File: config.mk
export PLATFORM = sky130hd
export DESIGN_NAME = pwm_deadtime
export DESIGN_NICKNAME = d
export VERILOG_FILES = /design/src/rtl/pwm_deadtime.sv
export SDC_FILE = /design/constraint.sdc
export NUM_CORES = 1
export LEC_CHECK = 0
export ABC_AREA = 1
export CAP_MARGIN = 30
export CORE_ASPECT_RATIO = 1.4
export CORE_MARGIN = 2
export CORE_UTILIZATION = 30
export DETAILED_ROUTE_END_ITERATION = 8
export GPL_TIMING_DRIVEN = 0
export RECOVER_POWER = 100
export SLEW_MARGIN = 20
export SYNTH_ARGS = -nofsm -noshare
export SYNTH_HDL_FRONTEND = slang
export SYNTH_SLANG_ARGS = --single-unit
File: constraint.sdc
create_clock -name clk -period 4.5 [get_ports clk]
set_input_delay 0.9 -clock clk [delete_from_list [all_inputs] [get_ports clk]]
set_output_delay 0.9 -clock clk [all_outputs]
set_load 0.05 [all_outputs]
File: src/rtl/pwm_deadtime.sv
// pwm_deadtime: turns the three single-ended PWM commands into complementary
// high-side / low-side gate drives with a programmable dead time per leg.
// Adds enable/coast control and a sticky fault shutdown ahead of the gate drivers.
// Each command is registered once. Each phase then runs its own small FSM and
// dead-time counter. The gate outputs come straight from flops.
// Optional feature: define DT_SWALLOW_CNT_EN to add the swallow_cnt output.
// swallow_cnt counts aborted dead-time intervals and saturates at all-ones.

module pwm_deadtime #(
  parameter int DT_WIDTH  = 8,
  parameter int CNT_WIDTH = 16
) (
  input  logic                clk,
  input  logic                rstb,
  input  logic                en,
  input  logic [DT_WIDTH-1:0] dead_cycles,
  input  logic                pwmA_in,
  input  logic                pwmB_in,
  input  logic                pwmC_in,
  input  logic                fault_in,
  input  logic                fault_clr,
  output logic                pwmA_hi_out,
  output logic                pwmA_lo_out,
  output logic                pwmB_hi_out,
  output logic                pwmB_lo_out,
  output logic                pwmC_hi_out,
  output logic                pwmC_lo_out,
  output logic                fault_out
`ifdef DT_SWALLOW_CNT_EN
  ,
  output logic [CNT_WIDTH-1:0] swallow_cnt
`endif
);

  localparam int NPH = 3;

  typedef enum logic [2:0] {
    ST_OFF,
    ST_LO_ON,
    ST_DT_TO_HI,
    ST_HI_ON,
    ST_DT_TO_LO
  } phase_state_t;

  logic [NPH-1:0]      pwm_in;
  logic [NPH-1:0]      cmd_q;
  logic [NPH-1:0]      hi_q;
  logic [NPH-1:0]      lo_q;
  logic                fault_q;
  logic                force_off;
  phase_state_t        state_q [NPH];
  phase_state_t        state_d [NPH];
  logic [DT_WIDTH-1:0] cnt_q   [NPH];
  logic [DT_WIDTH-1:0] cnt_d   [NPH];
`ifdef DT_SWALLOW_CNT_EN
  logic [NPH-1:0]      abort;
`endif

  assign pwm_in = {pwmC_in, pwmB_in, pwmA_in};

  // A new fault, a latched fault or coast forces every leg to OFF.
  // OFF needs no dead time because both gates are already being released.
  assign force_off = fault_in | fault_q | ~en;

  // Per-phase next state and dead-time counter.
  always_comb begin
    for (int p = 0; p < NPH; p++) begin
      // NOTE: every combinational output gets a default before any branch, so no path can infer a latch.
      state_d[p] = state_q[p];
      cnt_d[p]   = cnt_q[p];
`ifdef DT_SWALLOW_CNT_EN
      abort[p]   = 1'b0;
`endif
      if (force_off) begin
        state_d[p] = ST_OFF;
      end else begin
        case (state_q[p])
          // Leaving OFF always goes low side first to precharge the bootstrap.
          ST_OFF: state_d[p] = ST_LO_ON;
          ST_LO_ON: begin
            if (cmd_q[p]) begin
              state_d[p] = ST_DT_TO_HI;
              cnt_d[p]   = dead_cycles;
            end
          end
          ST_DT_TO_HI: begin
            // A command that returns before the gap ends swallows the pulse.
            if (!cmd_q[p]) begin
              state_d[p] = ST_LO_ON;
`ifdef DT_SWALLOW_CNT_EN
              abort[p]   = 1'b1;
`endif
            end else if (cnt_q[p] == '0) begin
              state_d[p] = ST_HI_ON;
            end else begin
              cnt_d[p] = cnt_q[p] - DT_WIDTH'(1);
            end
          end
          ST_HI_ON: begin
            if (!cmd_q[p]) begin
              state_d[p] = ST_DT_TO_LO;
              cnt_d[p]   = dead_cycles;
            end
          end
          ST_DT_TO_LO: begin
            if (cmd_q[p]) begin
              state_d[p] = ST_HI_ON;
`ifdef DT_SWALLOW_CNT_EN
              abort[p]   = 1'b1;
`endif
            end else if (cnt_q[p] == '0) begin
              state_d[p] = ST_LO_ON;
            end else begin
              cnt_d[p] = cnt_q[p] - DT_WIDTH'(1);
            end
          end
          default: state_d[p] = ST_OFF;
        endcase
      end
    end
  end

  // Command, fault, state, counter and gate registers. Reset wins at the edge where it is sampled.
  always_ff @(posedge clk) begin
    if (!rstb) begin
      cmd_q   <= '0;
      hi_q    <= '0;
      lo_q    <= '0;
      fault_q <= 1'b0;
      for (int p = 0; p < NPH; p++) begin
        // NOTE: these per-phase arrays are a few flops, not a RAM, so they are reset like any other register.
        state_q[p] <= ST_OFF;
        cnt_q[p]   <= '0;
      end
    end else begin
      // NOTE: non-blocking assignments let all state update together at the edge, whatever the statement order.
      cmd_q <= pwm_in;
      if (fault_in) begin
        fault_q <= 1'b1;
      end else if (fault_clr) begin
        fault_q <= 1'b0;
      end
      for (int p = 0; p < NPH; p++) begin
        state_q[p] <= state_d[p];
        cnt_q[p]   <= cnt_d[p];
        // Gates are decoded from the next state and then registered, so they never glitch.
        hi_q[p]    <= (state_d[p] == ST_HI_ON);
        lo_q[p]    <= (state_d[p] == ST_LO_ON);
      end
    end
  end

`ifdef DT_SWALLOW_CNT_EN
  logic [CNT_WIDTH-1:0] swallow_q;
  logic [1:0]           n_abort;
  logic [CNT_WIDTH:0]   swallow_sum;

  // Add the number of phases that aborted at this edge. The extra bit of swallow_sum flags overflow.
  always_comb begin
    n_abort     = 2'(abort[0]) + 2'(abort[1]) + 2'(abort[2]);
    swallow_sum = {1'b0, swallow_q} + (CNT_WIDTH + 1)'(n_abort);
  end

  // Saturating swallowed-pulse counter. An accepted fault clear also zeroes it.
  always_ff @(posedge clk) begin
    if (!rstb) begin
      swallow_q <= '0;
    end else if (fault_clr && !fault_in) begin
      swallow_q <= '0;
    end else if (swallow_sum[CNT_WIDTH]) begin
      swallow_q <= '1;
    end else begin
      swallow_q <= swallow_sum[CNT_WIDTH-1:0];
    end
  end

  assign swallow_cnt = swallow_q;
`endif

  assign pwmA_hi_out = hi_q[0];
  assign pwmA_lo_out = lo_q[0];
  assign pwmB_hi_out = hi_q[1];
  assign pwmB_lo_out = lo_q[1];
  assign pwmC_hi_out = hi_q[2];
  assign pwmC_lo_out = lo_q[2];
  assign fault_out   = fault_q;

endmodule
==> impl_metrics.yaml, run 1 <==
power:
  pwr-share-seq_pct: 43.5
  power_leakage_nw: 1.459
  internal-power_mw: 0.6934
  p_clk_share_pct: 47.4
  combPwrFrac_pct: 9.0
  peakVddDrop_mv: 0.1853
  p_sw_share_pct: 22.91
  power_density_mw_per_mm2: 288.9
  p_sw_mw: 0.2060
sta:
  setup_viol: 0
  max_freq_mhz: 378.0
  hold_viol: 0
  final_max_slew_viol_count: 0
  slew_headroom_pct: 54.62
  worstMarginPinSlew_ns: 0.6781
  setup_tns_ns: 0
  fin_crit_ns: 2.646
  clock_skew_ns: 0.003055
  final.setup.worst_slack_ns: 1.854
  rsz0062_at_grt: "no"
  post-route-period-util_pct: 58.79
  hold_slack_ns: 0.4661
worst_setup_path:
  crit_required_ns: 4.69
  critPathKind: "input pin to register"
  startpoint: "fault_in"
  max_stage_delay_ns: 0.55
  crit_chain: "dlygate4sd3_1, nor2_1, nand2_1, clkinvlp_2, o21ai_0, inv_1, nand2_1, nor2_1, nand2_1, nand2_1, nor2_2"
  crit_slowest_cell: "dlygate4sd3_1"
  rr_startpoint: "cnt_q[0][8]"
  crit_arrival_ns: 2.83
  setup.worst_path.end_class: "register"
  path_common_cell: "nand2_1"
  cp_max_fo: 7
  cp-start-kind: "input pin"
synthesis:
  synth_top_cells_by_area: "dfxtp_1 (32%), nand2_1 (17%), nor2_1 (8.8%), inv_1 (6.6%), nand3_1 (5.1%)"
  synth_warnings: 0
  syn_avg_cell_area_sq_um: 6.325
  synth_seq_cells: 43
  yosysTopAreaCell: "dfxtp_1"
  ys.flop_type: "dfxtp_1"
  syn-cell-area_sq_mm: 0.002656
  synthCells: 420
  synthArstFlopShare_pct: 0
  ys_seq_area_share_pct: 32.41
  syn_nets: 439
  synth_top_area_share_pct: 32.41
  synth_edf_count: 0
  ys_types: 33
finish:
  multiInputGateArea_sq_mm: 0.001485
  regArea_sq_um: 860.8
  n_fill_cell: 940
  diodes: 0
  fin_nets: 468
  syn2layout_area_growth_pct: 17.19
  drive_gt1_share_pct: 11.11
  final_common_cell: "nand2_1"
  layout_common_cells: "nand2_1 (124), nor2_1 (66), inv_1 (47), dfxtp_1 (43), nand3_1 (28)"
cts:
  cts_buffer_depth: 2
  numCtsBuffers: 5
  clock_latency_ns: 0.29
  post-cts-setup-buffer-count: 0
  postCtsHoldBufs: 0
  numClockSinks: 43
  tritoncts: "done"
  h-tree-depth: 2
  clkTransAtPathRegs_ns: 0.06
  clockRootBuffer: "clkbuf_16"
  cts_resized: 0
run:
  maxCapViolations: 0
grt:
  grt_pass1_vias: 2521
  grt_max_degree: 14
  grt_first_pass_wirelength_mm: 11.06
  grt_usage_pct: 14.26
  antenna_found_initial: 0
  overflow: 0
floorplan:
  initial_core_util_pct: 30.86
  rows: 40
  die_w_um: 83.53
  core-area_sq_mm: 0.008608
  ios: 23
  dieArea_sq_mm: 0.009633
  dieHeight_um: 115.3
placement:
  dpl_worst_slack_ns: 1.998
  io_buffers: 22
  dp_hpwl_mm: 5.008
  place_congestion: 0.8735
hold_path:
  hold_start: "cnt_q[0][0]"
  hold_class: "register to register"
routing:
  vias_per_cell: 4.670
  drt_iter0_drc: 115
  drc: 0
  vias: 2592
  ant_nets: 0
  first_pass_iters: 4
  wl_per_cell_um: 11.61
  wirelength_mm: 6.444
run_status:
  status: "completed"
==> synthesized netlist by cell type (all sizes together) (3+ instances only) <==
cell / number
nand2: 141
nor2: 73
inv: 56
dfxtp: 43
o21ai: 31
nand3: 30
a21oi: 18
nand4: 6
buf: 3
ha: 3
nand3b: 3
xor2: 3
==> area by class of cell <==
type / instances / share of cell area [%]
Multi-Input combinational cell: 315 / 47.71
Tap cell: 105 / 4.220
Timing Repair Buffer: 22 / 7.074
Clock buffer: 6 / 4.461
Buffer: 5 / 0.8441
Inverter: 57 / 6.913
Clock inverter: 2 / 1.125
Sequential cell: 43 / 27.65
==> worst max-delay path, delay by kind of cell <==
| kind | cells | cell delay, ns |
|---|---|---|
| AOI/OAI and AO/OA | 1 | 0.18 |
| buffers and inverters | 3 | 0.86 |
| and+or+nand+nor | 7 | 0.90 |
==> state kept, by name (all words and copies together) (netlist names) <==
signal / flops
fault_out: 1
cmd_q: 3
cnt_q: 24
lo_q: 3
state_q: 9
hi_q: 3
==> cell families (layout without fill, tap and decap cells) <==
logic type	Yosys count	after routing	share of synthesized area (%)
and+or+nand+nor	256	256	44.98
buffers and inverters	62	92	9.138
AOI/OAI and AO/OA	53	53	11.07
DFF	43	43	32.41
adders and majority gates	3	3	1.413
xor gates and xnor gates	3	3	0.9893
==> per-layer routing <==
layer | up-vias | routed length [um] | GRT usage, %
met3 | 11 | 168 | 1.795
met5 | - | 0 | 0
li1 | 1372 | - | -
met1 | 1176 | 2591 | 14.50
met4 | 0 | 185 | 7.312
met2 | 33 | 3499 | 28.28
==> final timing paths <==
kind | cells after the start | to | slack (ns)
min | 2 | cnt_q[0][0] | 0.47
max | 11 | cnt_q[0][6] | 1.85
max reg2reg | 12 | cnt_q[0][13] | 2.56
min reg2reg | 2 | cnt_q[0][0] | 0.47
==> power by group through the flow <==
stage,clock network [mW],logic [mW],registers (mW)
final,0.427,0.0812,0.392
after floorplan,0,0.0475,0.405
after global placement,0,0.0849,0.400
after global routing,0.444,0.0916,0.392
after CTS,0.437,0.0859,0.392
after detailed placement,0,0.0854,0.400
==> per-stage QoR <==
step	instances	util [%]	total power, mW	area (sq um)
floorplan	420	-	0.4522	2656
global placement	547	34.94	0.4848	3008
detailed placement	547	34.94	0.4856	3008
CTS	555	36.96	0.9142	3182
global route	555	36.16	0.9284	3113
finish	555	36.16	0.8994	3113
No activity file was read; power rests on OpenSTA's default activity.
==> run 2, diff against run 1 <==
==> constraint.sdc (replaced) <==
create_clock -name clk -period 2.7 [get_ports clk]
set_input_delay 0.54 -clock clk [delete_from_list [all_inputs] [get_ports clk]]
set_output_delay 0.54 -clock clk [all_outputs]
set_load 0.05 [all_outputs]
==> impl_metrics.yaml, run 2 (synthesized netlist as in run 1, its figures left out) <==
cts:
  tritoncts: "done"
  clock_latency_ns: 0.29
  h-tree-depth: 2
  numCtsBuffers: 5
  cts_resized: 0
  numClockSinks: 43
  post-cts-setup-buffer-count: 0
  clkTransAtPathRegs_ns: 0.06
  cts_buffer_depth: 2
  postCtsHoldBufs: 0
  clockRootBuffer: "clkbuf_16"
finish:
  n_fill_cell: 934
  reg.largest.list: "cnt_q (24), state_q (9)"
  stdcell_area_sq_mm: 0.003157
  drive_gt1_share_pct: 12.00
  top_register: "cnt_q"
  diodes: 0
  fin_nets: 468
  regArea_sq_um: 860.8
  multiInputGateArea_sq_mm: 0.001529
  syn2layout_area_growth_pct: 18.84
  layout_common_cells: "nand2_1 (123), nor2_1 (64), inv_1 (47), dfxtp_1 (43), nand3_1 (27)"
  utilization_pct: 36.67
  largest_reg_flops: 24
  finalNonFillerCells: 555
  final_common_cell: "nand2_1"
placement:
  placed_cells: 547
  dp_hpwl_mm: 5.008
  io_buffers: 22
  dpl_cell_area_sq_mm: 0.003008
  place_congestion: 0.8735
routing:
  first_pass_iters: 4
  vias_per_cell: 4.676
  drt_iter0_drc: 104
  drc: 0
  wirelength_mm: 6.480
  ant_nets: 0
  vias: 2595
  wl_per_cell_um: 11.68
worst_setup_path:
  endpoint: "cnt_q[0][19]"
  startpoint: "fault_in"
  crit_required_ns: 2.85
  critPathKind: "input pin to register"
  crit_arrival_ns: 2.30
  worstRegToRegCells: 8
  setup.worst_path.end_class: "register"
  rr_startpoint: "cnt_q[0][16]"
  reg2reg_slack_ns: 0.91
  cp_max_fo: 7
  r2r_end: "cnt_q[0][19]"
  cp-start-kind: "input pin"
power:
  p_sw_share_pct: 23.02
  combPwrFrac_pct: 9.2
  pwr-share-seq_pct: 43.5
  finalPower_mw: 1.502
  p_sw_mw: 0.3457
  power_density_mw_per_mm2: 475.8
  internal-power_mw: 1.156
  p_clk_share_pct: 47.3
  peakVddDrop_mv: 0.3090
  power_leakage_nw: 1.473
grt:
  grt_usage_pct: 14.26
  grt_first_pass_wirelength_mm: 11.06
  overflow: 0
  antenna_found_initial: 0
  grt_max_degree: 14
  grt_pass1_vias: 2521
hold_path:
  hold_class: "register to register"
sta:
  max_freq_mhz: 466.2
  fin_crit_ns: 2.145
  final_max_slew_viol_count: 0
  setup_viol: 0
  rsz0062_at_grt: "no"
  clock_skew_ns: 0.003052
  slew_headroom_pct: 58.42
  hold_viol: 0
  setup_tns_ns: 0
  worstMarginPinSlew_ns: 0.6237
  post-route-period-util_pct: 79.45
floorplan:
  ios: 23
  rows: 40
  dieHeight_um: 115.3
  core-area_sq_mm: 0.008608
  initial_core_util_pct: 30.86
  die_w_um: 83.53
  dieArea_sq_mm: 0.009633
run_status:
  status: "completed"
run:
  maxCapViolations: 0
-- run 2: area by class of cell --
type / instances / share of cell area, %
Buffer: 5 / 0.8323
Clock buffer: 6 / 4.400
Clock inverter: 2 / 1.110
Inverter: 57 / 6.817
Multi-Input combinational cell: 315 / 48.43
Sequential cell: 43 / 27.27
Tap cell: 105 / 4.162
Timing Repair Buffer: 22 / 6.976
-- run 2: power by group through the flow --
stage                     Sequential (mW)  Clock [mW]  Combinational, mW
after floorplan                     0.675           0             0.0792
after global placement              0.667           0              0.141
after detailed placement            0.667           0              0.142
after CTS                           0.653       0.728              0.143
after global routing                0.654       0.741              0.156
final                               0.653       0.711              0.138
-- run 2: worst max-delay path, stage by stage --
cell           delay, ns
dlygate4sd3_1       0.55
nor2_1              0.09
nand2_1             0.13
nor2_1              0.31
nand2_4             0.12
nor2_1              0.16
nand2_1             0.21
nand2_1             0.13
a21oi_2             0.05
-- run 2: per-stage QoR --
| step | setup slack [ns] | hold slack [ns] |
|---|---|---|
| floorplan | 1.165 | 0.4451 |
| global placement | 0.5706 | 0.4521 |
| detailed placement | 0.5584 | 0.4564 |
| CTS | 0.7042 | 0.4664 |
| global route | 0.3408 | 0.4894 |
| finish | 0.5549 | 0.4655 |
-- run 2: layer usage --
| layer | wire (um) | global-route usage, % | part of all wire, % |
|---|---|---|---|
| met5 | 0 | 0 | 0 |
| met2 | 3535 | 28.28 | 55 |
| met4 | 180 | 7.312 | 2.8 |
| met3 | 137 | 1.795 | 2.1 |
| met1 | 2627 | 14.50 | 41 |
-- run 2: how the worst min path moves through the flow --
stage	start	to	slack, ns	depth (start not counted)
2_1_floorplan	cnt_q[0][16]	cnt_q[0][16]	0.45	2
3_3_place_gp	cnt_q[0][16]	cnt_q[0][16]	0.45	2
4_1_cts	cnt_q[0][16]	cnt_q[0][16]	0.47	2
3_5_place_dp	cnt_q[0][16]	cnt_q[0][16]	0.46	2
5_1_grt	cnt_q[0][23]	cnt_q[0][23]	0.49	2
6_report	cnt_q[0][0]	cnt_q[0][0]	0.47	2
